===== src/rtl/sync_fifo_prog_pkg.sv =====
// Shared definitions for the programmable synchronous FIFO.
// Holds parameter defaults, the read-mode enum and the default-depth count type.
// Imported by the FIFO top and its storage array.
package sync_fifo_prog_pkg;

  localparam int FIFO_WIDTH_DEF = 16;
  localparam int FIFO_DEPTH_DEF = 8;

  // Read mode; the FWFT parameter of the top maps onto this.
  typedef enum logic {
    FIFO_STD  = 1'b0,
    FIFO_FWFT = 1'b1
  } fifo_mode_e;

  // Occupancy type for the default depth (0..FIFO_DEPTH_DEF inclusive).
  localparam int CNT_W_DEF = $clog2(FIFO_DEPTH_DEF + 1);
  typedef logic [CNT_W_DEF-1:0] fifo_cnt_t;

endpackage


===== src/rtl/fifo_ram.sv =====
// Simple dual-port register array used as FIFO storage.
// Latency: write lands at the clock edge; read is combinational from the address.
// Backpressure: none; the caller only writes accepted words. Contents are not reset.
module fifo_ram
  import sync_fifo_prog_pkg::*;
#(
  parameter int FIFO_WIDTH = FIFO_WIDTH_DEF,
  parameter int FIFO_DEPTH = FIFO_DEPTH_DEF,
  parameter int ADDR_W     = $clog2(FIFO_DEPTH)
) (
  input  logic                  clk_i,
  input  logic                  we_i,
  input  logic [ADDR_W-1:0]     waddr_i,
  input  logic [FIFO_WIDTH-1:0] wdata_i,
  input  logic [ADDR_W-1:0]     raddr_i,
  output logic [FIFO_WIDTH-1:0] rdata_o
);

  logic [FIFO_WIDTH-1:0] mem [FIFO_DEPTH];

  // Store an accepted word; addresses never exceed FIFO_DEPTH-1.
  always_ff @(posedge clk_i) begin
    if (we_i) begin
      mem[waddr_i] <= wdata_i;
    end
  end

  assign rdata_o = mem[raddr_i];

endmodule


===== src/rtl/sync_fifo_prog.sv =====
// Synchronous FIFO with arbitrary depth, STD/FWFT read, programmable thresholds, flush.
// Latency: STD read data one cycle after rd_en; FWFT head visible the cycle after the write.
// Backpressure: full rejects writes unless a read is accepted the same cycle; status is registered.
module sync_fifo_prog
  import sync_fifo_prog_pkg::*;
#(
  parameter int FIFO_WIDTH = FIFO_WIDTH_DEF,
  parameter int FIFO_DEPTH = FIFO_DEPTH_DEF,
  parameter int FWFT       = 0,
  parameter int CNT_W      = $clog2(FIFO_DEPTH + 1)
) (
  input  logic                  clk,
  input  logic                  rst_n,
  input  logic                  flush,
  input  logic                  wr_en,
  input  logic [FIFO_WIDTH-1:0] data_in,
  input  logic                  rd_en,
  output logic [FIFO_WIDTH-1:0] data_out,
  output logic                  rd_valid,
  input  logic [CNT_W-1:0]      afull_thr,
  input  logic [CNT_W-1:0]      aempty_thr,
  output logic                  full,
  output logic                  empty,
  output logic                  almostfull,
  output logic                  almostempty,
  output logic [CNT_W-1:0]      count,
  output logic                  wr_ack,
  output logic                  overflow,
  output logic                  underflow,
  output logic [1:0]            err_sticky
);

  localparam int                 PTR_W    = $clog2(FIFO_DEPTH);
  localparam logic [PTR_W-1:0]   PTR_LAST = PTR_W'(FIFO_DEPTH - 1);
  localparam logic [CNT_W-1:0]   DEPTH_C  = CNT_W'(FIFO_DEPTH);
  localparam fifo_mode_e         MODE     = (FWFT != 0) ? FIFO_FWFT : FIFO_STD;

  logic [PTR_W-1:0]      wr_ptr_q, wr_ptr_d, rd_ptr_q, rd_ptr_d;
  logic [CNT_W-1:0]      count_q, count_d;
  logic                  wr_ack_q, wr_ack_d, ovf_q, ovf_d, unf_q, unf_d;
  logic [1:0]            sticky_q, sticky_d;
  logic                  rvld_q, rvld_d;
  logic [FIFO_WIDTH-1:0] dout_q, dout_d;
  logic [FIFO_WIDTH-1:0] ram_rdata;
  logic                  rd_acc, wr_acc, wr_do, rd_do;

  // Explicit wrap keeps non-power-of-2 depths correct.
  function automatic logic [PTR_W-1:0] ptr_inc(input logic [PTR_W-1:0] p);
    return (p == PTR_LAST) ? '0 : p + 1'b1;
  endfunction

  assign empty       = (count_q == '0);
  assign full        = (count_q == DEPTH_C);
  assign almostfull  = (count_q >= afull_thr);
  assign almostempty = (count_q <= aempty_thr);
  assign count       = count_q;

  // A full FIFO still takes a write when a read frees a slot in the same cycle.
  assign rd_acc = rd_en && !empty;
  assign wr_acc = wr_en && (!full || rd_acc);
  // Flush overrides any request made alongside it.
  assign wr_do  = wr_acc && !flush;
  assign rd_do  = rd_acc && !flush;

  fifo_ram #(
    .FIFO_WIDTH (FIFO_WIDTH),
    .FIFO_DEPTH (FIFO_DEPTH),
    .ADDR_W     (PTR_W)
  ) u_ram (
    .clk_i   (clk),
    .we_i    (wr_do),
    .waddr_i (wr_ptr_q),
    .wdata_i (data_in),
    .raddr_i (rd_ptr_q),
    .rdata_o (ram_rdata)
  );

  // Next-state for pointers, occupancy, status pulses and the registered read port.
  always_comb begin
    wr_ptr_d = wr_ptr_q;
    rd_ptr_d = rd_ptr_q;
    count_d  = count_q;
    wr_ack_d = wr_do;
    ovf_d    = !flush && wr_en && !wr_acc;
    unf_d    = !flush && rd_en && !rd_acc;
    sticky_d = sticky_q | {ovf_d, unf_d};
    rvld_d   = rd_do;
    dout_d   = rd_do ? ram_rdata : dout_q;
    if (flush) begin
      wr_ptr_d = '0;
      rd_ptr_d = '0;
      count_d  = '0;
      sticky_d = '0;
    end else begin
      if (wr_do) wr_ptr_d = ptr_inc(wr_ptr_q);
      if (rd_do) rd_ptr_d = ptr_inc(rd_ptr_q);
      case ({wr_do, rd_do})
        2'b10:   count_d = count_q + 1'b1;
        2'b01:   count_d = count_q - 1'b1;
        default: count_d = count_q;
      endcase
    end
  end

  // State registers with asynchronous reset.
  always_ff @(posedge clk or negedge rst_n) begin
    if (!rst_n) begin
      wr_ptr_q <= '0;
      rd_ptr_q <= '0;
      count_q  <= '0;
      wr_ack_q <= 1'b0;
      ovf_q    <= 1'b0;
      unf_q    <= 1'b0;
      sticky_q <= 2'b00;
      rvld_q   <= 1'b0;
      dout_q   <= '0;
    end else begin
      wr_ptr_q <= wr_ptr_d;
      rd_ptr_q <= rd_ptr_d;
      count_q  <= count_d;
      wr_ack_q <= wr_ack_d;
      ovf_q    <= ovf_d;
      unf_q    <= unf_d;
      sticky_q <= sticky_d;
      rvld_q   <= rvld_d;
      dout_q   <= dout_d;
    end
  end

  assign wr_ack     = wr_ack_q;
  assign overflow   = ovf_q;
  assign underflow  = unf_q;
  assign err_sticky = sticky_q;
  // FWFT drives zero while empty so stale, unreset storage never reaches the port.
  assign data_out   = (MODE == FIFO_FWFT) ? (empty ? '0 : ram_rdata) : dout_q;
  assign rd_valid   = (MODE == FIFO_FWFT) ? !empty : rvld_q;

endmodule


===== config.mk =====
export PLATFORM = sky130hd
export DESIGN_NAME = sync_fifo_prog
export DESIGN_NICKNAME = d
export VERILOG_FILES = /design/src/rtl/sync_fifo_prog_pkg.sv /design/src/rtl/fifo_ram.sv /design/src/rtl/sync_fifo_prog.sv
export SDC_FILE = /design/constraint.sdc
export NUM_CORES = 1
export LEC_CHECK = 0
export BUFFER_PORTS_ARGS = -buffer_cell sky130_fd_sc_hd__buf_2
export CORE_MARGIN = 5
export CORE_UTILIZATION = 59
export DETAILED_ROUTE_END_ITERATION = 10
export GPL_TIMING_DRIVEN = 0
export PLACE_DENSITY = 0.79
export SLEW_MARGIN = 25
export SYNTH_ARGS = -nofsm -noshare
export SYNTH_HDL_FRONTEND = slang
export SYNTH_SLANG_ARGS = --single-unit
export TNS_END_PERCENT = 20

===== constraint.sdc =====
create_clock -name clk -period 3.7 [get_ports clk]
set_input_delay 0 -clock clk [delete_from_list [all_inputs] [get_ports clk]]
set_output_delay 0 -clock clk [all_outputs]
set_load 0.005 [all_outputs]

[Yosys cells after proc, flatten, opt, wreduce, memory -nomap -nowiden]
Memory sizes are Yosys's and may differ from the RTL's. A register that Yosys moved wholly into a read port is not among the register bits.
Cells that the tools add are included.
Word-level totals
  register bits after elaboration: 16
  RAM bits: 128
  input port bits: 29
  output and inout bits: 30
  word-level logic and storage cells: 51
  memories: 1
Operators by class
  $add $sub $neg: 4
  $lt $le $gt $ge: 2
  eq/ne operators: 5
  multiplexer cells: 11
  bitwise operators: 1
  reductions and logical operators: 19
Memories
  u_ram.mem: words 8, width 16, rd ports 1, clocked after Yosys merged registers in 1, wr ports 1, line fifo_ram.sv:19  | logic [FIFO_WIDTH-1:0] mem [FIFO_DEPTH];
Operators by type and width (count)
  two-way mux 3 bit: 6
  logical AND 1 bit: 8
  case mux 4 bit (2 select lines): 1
  adder 3 x 1 -> 3 bit, second input constant: 2
  == test 3 bit, second input constant: 2
  zero test 1 bit: 6
  adder 4 x 1 -> 4 bit, second input constant: 1
  == test 4 bit, second input constant: 1
  greater-or-equal comparator 4 bit: 1
  <= comparator 4 bit: 1
  zero test 4 bit: 1
  two-way mux 4 bit: 1
  nonzero test 2 bit: 2
  subtractor 4 x 1 -> 4 bit, second input constant: 1
  nonzero test 3 bit: 1
  == test 2 x 1 -> 1 bit, second input constant: 1
  == test 2 bit, second input constant: 1
  two-way mux 1 bit: 2
  two-way mux 2 bit: 1
  bitwise OR 2 bit: 1
  logical OR 1 bit: 1

[Logic depth before layout (Yosys ltp)]
  depth after elaboration: 9
  mapped depth: 8
  gate-level depth less buffers: 7

[Modules after synthesis]
From an unflattened synthesis, not the netlist that was laid out.
Second synthesis, totals
  cell total of the unflattened synthesis: 336
  area total of the unflattened synthesis: 6658.9 µm²
Modules (own cells, without submodules)
  fifo_ram: instances 1, cells an instance 198, area each 4973.5 µm², sequential area each 3843.7 µm²
  sync_fifo_prog: instances 1, cells an instance 138, area each 1685.4 µm², sequential area each 800.8 µm²

[Least setup slack after synthesis]
No wires, ideal clock.
  kind: register to register
  from: reg count_q[3] (netlist: count[3])
  to: mem u_ram.mem[0][0] (netlist name) (enable)
  library setup time: 0.409 ns
  arrival time: 2.393 ns
  data required time: 3.291 ns
  path slack: 0.897 ns
  cell stages (with the launch flop): 5
  path buffers: 0
  period minus slack after synthesis: 2.803 ns
  cells stage by stage: dfrtp_1 nor2b_1 a21o_1 or3_1 nor3_1
On the way
  longest elaborated chain between the ends: 8
  elaborated cells between the ends (all ways): 10
  classes of those cells: eq/ne: 1; mux: 2; reduce/logical: 7
Ends and longest elaborated chain
  from (decl): line sync_fifo_prog.sv:39  | logic [CNT_W-1:0] count_q, count_d;
  from (signal assigned): line sync_fifo_prog.sv:120  | count_q <= count_d;
  zero test 4 bit: line sync_fifo_prog.sv:52  | assign empty = (count_q == '0);
  zero test 1 bit
  logical AND 1 bit: line sync_fifo_prog.sv:59  | assign rd_acc = rd_en && !empty;
  logical OR 1 bit *: line sync_fifo_prog.sv:60  | assign wr_acc = wr_en && (!full || rd_acc);
  logical AND 1 bit *: line sync_fifo_prog.sv:60
  logical AND 1 bit *: line sync_fifo_prog.sv:62  | assign wr_do = wr_acc && !flush;
  two-way mux 1 bit *: line fifo_ram.sv:23  | if (we_i) begin
  two-way mux 1 bit (implied by the code) *: line fifo_ram.sv:24  | mem[waddr_i] <= wdata_i;
  to (decl): line fifo_ram.sv:19
Every way passes the cells marked *; elsewhere a longest branch is shown, timed or not.

[Worst setup path in the final report]
  from: reg count_q[2] (netlist: count[2])
  to: reg count_q[3] (netlist: count[3])
On the way
  longest elaborated chain between the ends: 9
  elaborated cells between the ends (all ways): 16
  classes of those cells: add/sub: 2; eq/ne: 3; mux: 2; reduce/logical: 9
Ends and longest elaborated chain
  zero test 4 bit: line sync_fifo_prog.sv:52
  zero test 1 bit
  logical AND 1 bit: line sync_fifo_prog.sv:59
  logical OR 1 bit: line sync_fifo_prog.sv:60
  logical AND 1 bit: line sync_fifo_prog.sv:60
  logical AND 1 bit: line sync_fifo_prog.sv:62
  == test 2 x 1 -> 1 bit / == test 2 bit (equally long branches): line sync_fifo_prog.sv:97  | case ({wr_do, rd_do})
  case mux 4 bit (2 select lines): line sync_fifo_prog.sv:97
  two-way mux 4 bit: line sync_fifo_prog.sv:89  | if (flush) begin
Several ways; a longest one is shown, not always the timed one.
A chain may end at the register's enable or synchronous reset.

==> impl_metrics.tcl <==
set metrics [dict create \
    status "finished, final reports clean" \
    ir_drop_uv 392 \
    max_freq_mhz 355 \
    diodes 0 \
    cpLargestDelayFamily "compound AO/OA/AOI/OAI gates" \
    final_net_count 514 \
    sw_frac_of_total_pct 23.4 \
    ys_seq_elements 160 \
    synthSimpleGateAreaFrac_pct 4.75 \
    gp_congestion 0.820 \
    yosysMostFrequentCell "edfxtp_1" \
    ios 59 \
    crit_chain "o41ai_2 > nor2_1 > ha_1 > a31o_2 > a22oi_1 > o2bb2ai_2 > mux2_1" \
    place_hpwl_um 8810 \
    seq_area_frac_synth_pct 71.9 \
    tritoncts "done" \
    synth_top_family_by_area "multiplexers" \
    drt_iter0_drc 300 \
    antenna_found_initial 0 \
    power_mw 4.53 \
    yosysTopAreaCellShare_pct 59.5 \
    gr-total-overflow 0 \
    finalSetupViolCount 0 \
    post-route-min-period_ns 2.82 \
    grt_pass1_wl_um 21600 \
    max_stage_delay_ns 0.75 \
    clk_latency_ns 0.53 \
    cp_num_buf_inv 0 \
    die_w_um 115 \
    num_rows 38 \
    min_path_type "input pin to asynchronous set/reset pin" \
    synth_xor_area_share_pct 0.271 \
    cts.sinks 160 \
    synth-async-reset-ratio_pct 20.0 \
    fill_cells 664 \
    synth-edff-count 128 \
    synth-adder-area-share_pct 2.71 \
    synth_top_area_cell "edfxtp_1" \
    intPower_mw 3.47 \
    syn-cell-area_sq_mm 0.00646 \
    initial_utilization_pct 59.8 \
    ctsResizeCount 0 \
    power.density_mw_per_mm2 574 \
    die_height_um 115 \
    synth_compound_area_share_pct 4.69 \
    ys_warn_count 0 \
    period_share_pct 76.2 \
    syn_nets 408 \
    postCtsHoldBufs 20 \
    drive_above_1_share_pct 31.4 \
    p_switching_mw 1.06 \
    synthMuxAreaShare_pct 13.8 \
    critPathCaptureType "register" \
    cts_setup_buffers 0 \
    grt_usage_pct 22.6 \
    cts_root_buf "clkbuf_8" \
    crit_arrival_ns 3.23 \
    hold_violations 0 \
    rsz0062_at_grt "no" \
    ys.flop_type "edfxtp_1" \
    worst_pin_slew_ns 0.938 \
    grt_max_degree 33 \
    synth_cell_types 39 \
    p_clk_share_pct 40.3 \
    startpoint_type "register" \
    wire_per_inst_um 22.0 \
    synth_area_leaders "edfxtp_1 (60%), dfrtp_1 (12%), mux4_2 (11%)" \
    drtAntennaViolNets 0 \
    drcViolationCount 0 \
    synthCells 365 \
    port_buffers 57 \
    path_class "register to register" \
    fin_tns_setup_ns 0 \
    p_comb_share_pct 12.4 \
    synth_common_cells "edfxtp_1 (128), dfrtp_1 (32), mux4_2 (32)" \
    max_cap_viol_count 0 \
    slowest_stage "o41ai_2" \
    die_area_sq_mm 0.0131 \
    p_leak_nw 2.95 \
    finalMaxSlewViolations 0 \
    grt_pass1_vias 3844 \
    cp.required_ns 4.11 \
    synthToLayoutAreaGrowth_pct 22.1 \
    dp_cells 572 \
    core_area_sq_mm 0.0108 \
    clock_skew_ns 0.00730 \
    syn_area_per_cell_sq_um 17.7 \
    p_seq_share_pct 47.3 \
    totalWireLength_um 13700 \
    final_core_utilization_pct 73.0 \
    clk_pin_slew_ns 0.06 \
    crit_path_max_fanout 9 \
    finalNonFillerCells 624 \
    vias_per_cell 5.93 \
    ctsHtreeMaxLevel 4 \
    clock_path_buffers 2 \
    vias 3702 \
    drt_first_pass_iters 5 \
    cts_buffers 17 \
    slew_headroom_pct 37.5 \
]
==> path summary, 6_finish.rpt <==
kind	start	to	slack [ns]	cells past startpoint
setup reg to reg	count[2]$_DFFE_PN0P_	count[3]$_DFFE_PN0P_	0.88	7
max in group asynchronous	rst_n	data_out[11]$_DFFE_PN0P_	3.09	2
setup / recovery	count[2]$_DFFE_PN0P_	count[3]$_DFFE_PN0P_	0.88	7
hold reg to reg	data_out[5]$_DFFE_PN0P_	data_out[5]$_DFFE_PN0P_	0.48	2
min in group clk	data_in[8]	u_ram.mem[6][8]$_DFFE_PP_	0.27	2
hold / removal	rst_n	wr_ack$_DFF_PN0_	0.1	2
==> area by class of cell <==
type	count	area [sq um]	share of cell area, %
clock inverters	12	183	2.32
multi-input cells	178	1720	21.8
inverters	10	37.5	0.476
repair buffers	87	598	7.59
well taps	140	175	2.22
clock buffers	20	445	5.65
flip-flops and latches	160	4640	58.9
plain buffers	17	81.3	1.03
==> power groups by stage <==
stage                     combinational (mW)  sequential [mW]  clock, mW
after global routing                   0.625             2.15       1.94
after global placement                 0.512             2.17          0
final                                  0.559             2.14       1.83
after floorplan                        0.297             2.17          0
after CTS                              0.566             2.14       1.85
after detailed placement               0.544             2.18          0
==> flip-flops by register name, summed over array words and instances, names as in the netlist <==
signal / cells
err_sticky: 2
rd_valid: 1
count: 4
u_ram.mem: 128
rd_ptr_q: 3
overflow: 1
wr_ack: 1
underflow: 1
wr_ptr_q: 3
data_out: 16
==> placed cells by master, fill, tap and decap left out, types with 4 or more instances in the layout <==
master and count:
edfxtp_1 128, buf_8 4, nor2_1 7, nor3_1 6, clkinv_4 5, a21oi_1 10, nor2_2 6, a21o_1 5
clkbuf_1 8, buf_2 65, mux2i_1 16, o21ai_0 20, dfrtp_1 32, nand2_1 28, dlygate4sd3_1 20, inv_1 10
ha_1 14, bufinv_16 4, mux4_2 32, clkbuf_16 16, buf_4 4
==> routing by layer <==
| metal | share of wire, % | vias to the layer above | track usage, % |
|---|---|---|---|
| met1 | 40 | 1879 | 30.1 |
| met5 | 0 | - | 0 |
| li1 | - | 1635 | - |
| met3 | 8.2 | 24 | 7.35 |
| met2 | 50 | 164 | 36.4 |
| met4 | 1.4 | 0 | 5.86 |
==> kinds of logic after synthesis <==
logic type | Yosys count
flops | 160
mux | 49
xor+xnor | 2
buf+inv | 27
fa+ha+maj | 14
simple gates | 67
compound gates | 46
==> stage by stage <==
step,area (sq um),worst slack [ns],hold slack (ns)
after global placement,6920,-0.231,0.115
after floorplan,6460,0.897,-0.296
after global routing,7880,0.725,0.150
after CTS,7880,0.903,0.0956
final,7880,0.880,0.0963
after detailed placement,7060,0.916,0.128
Power figures use the tool's default switching activity.
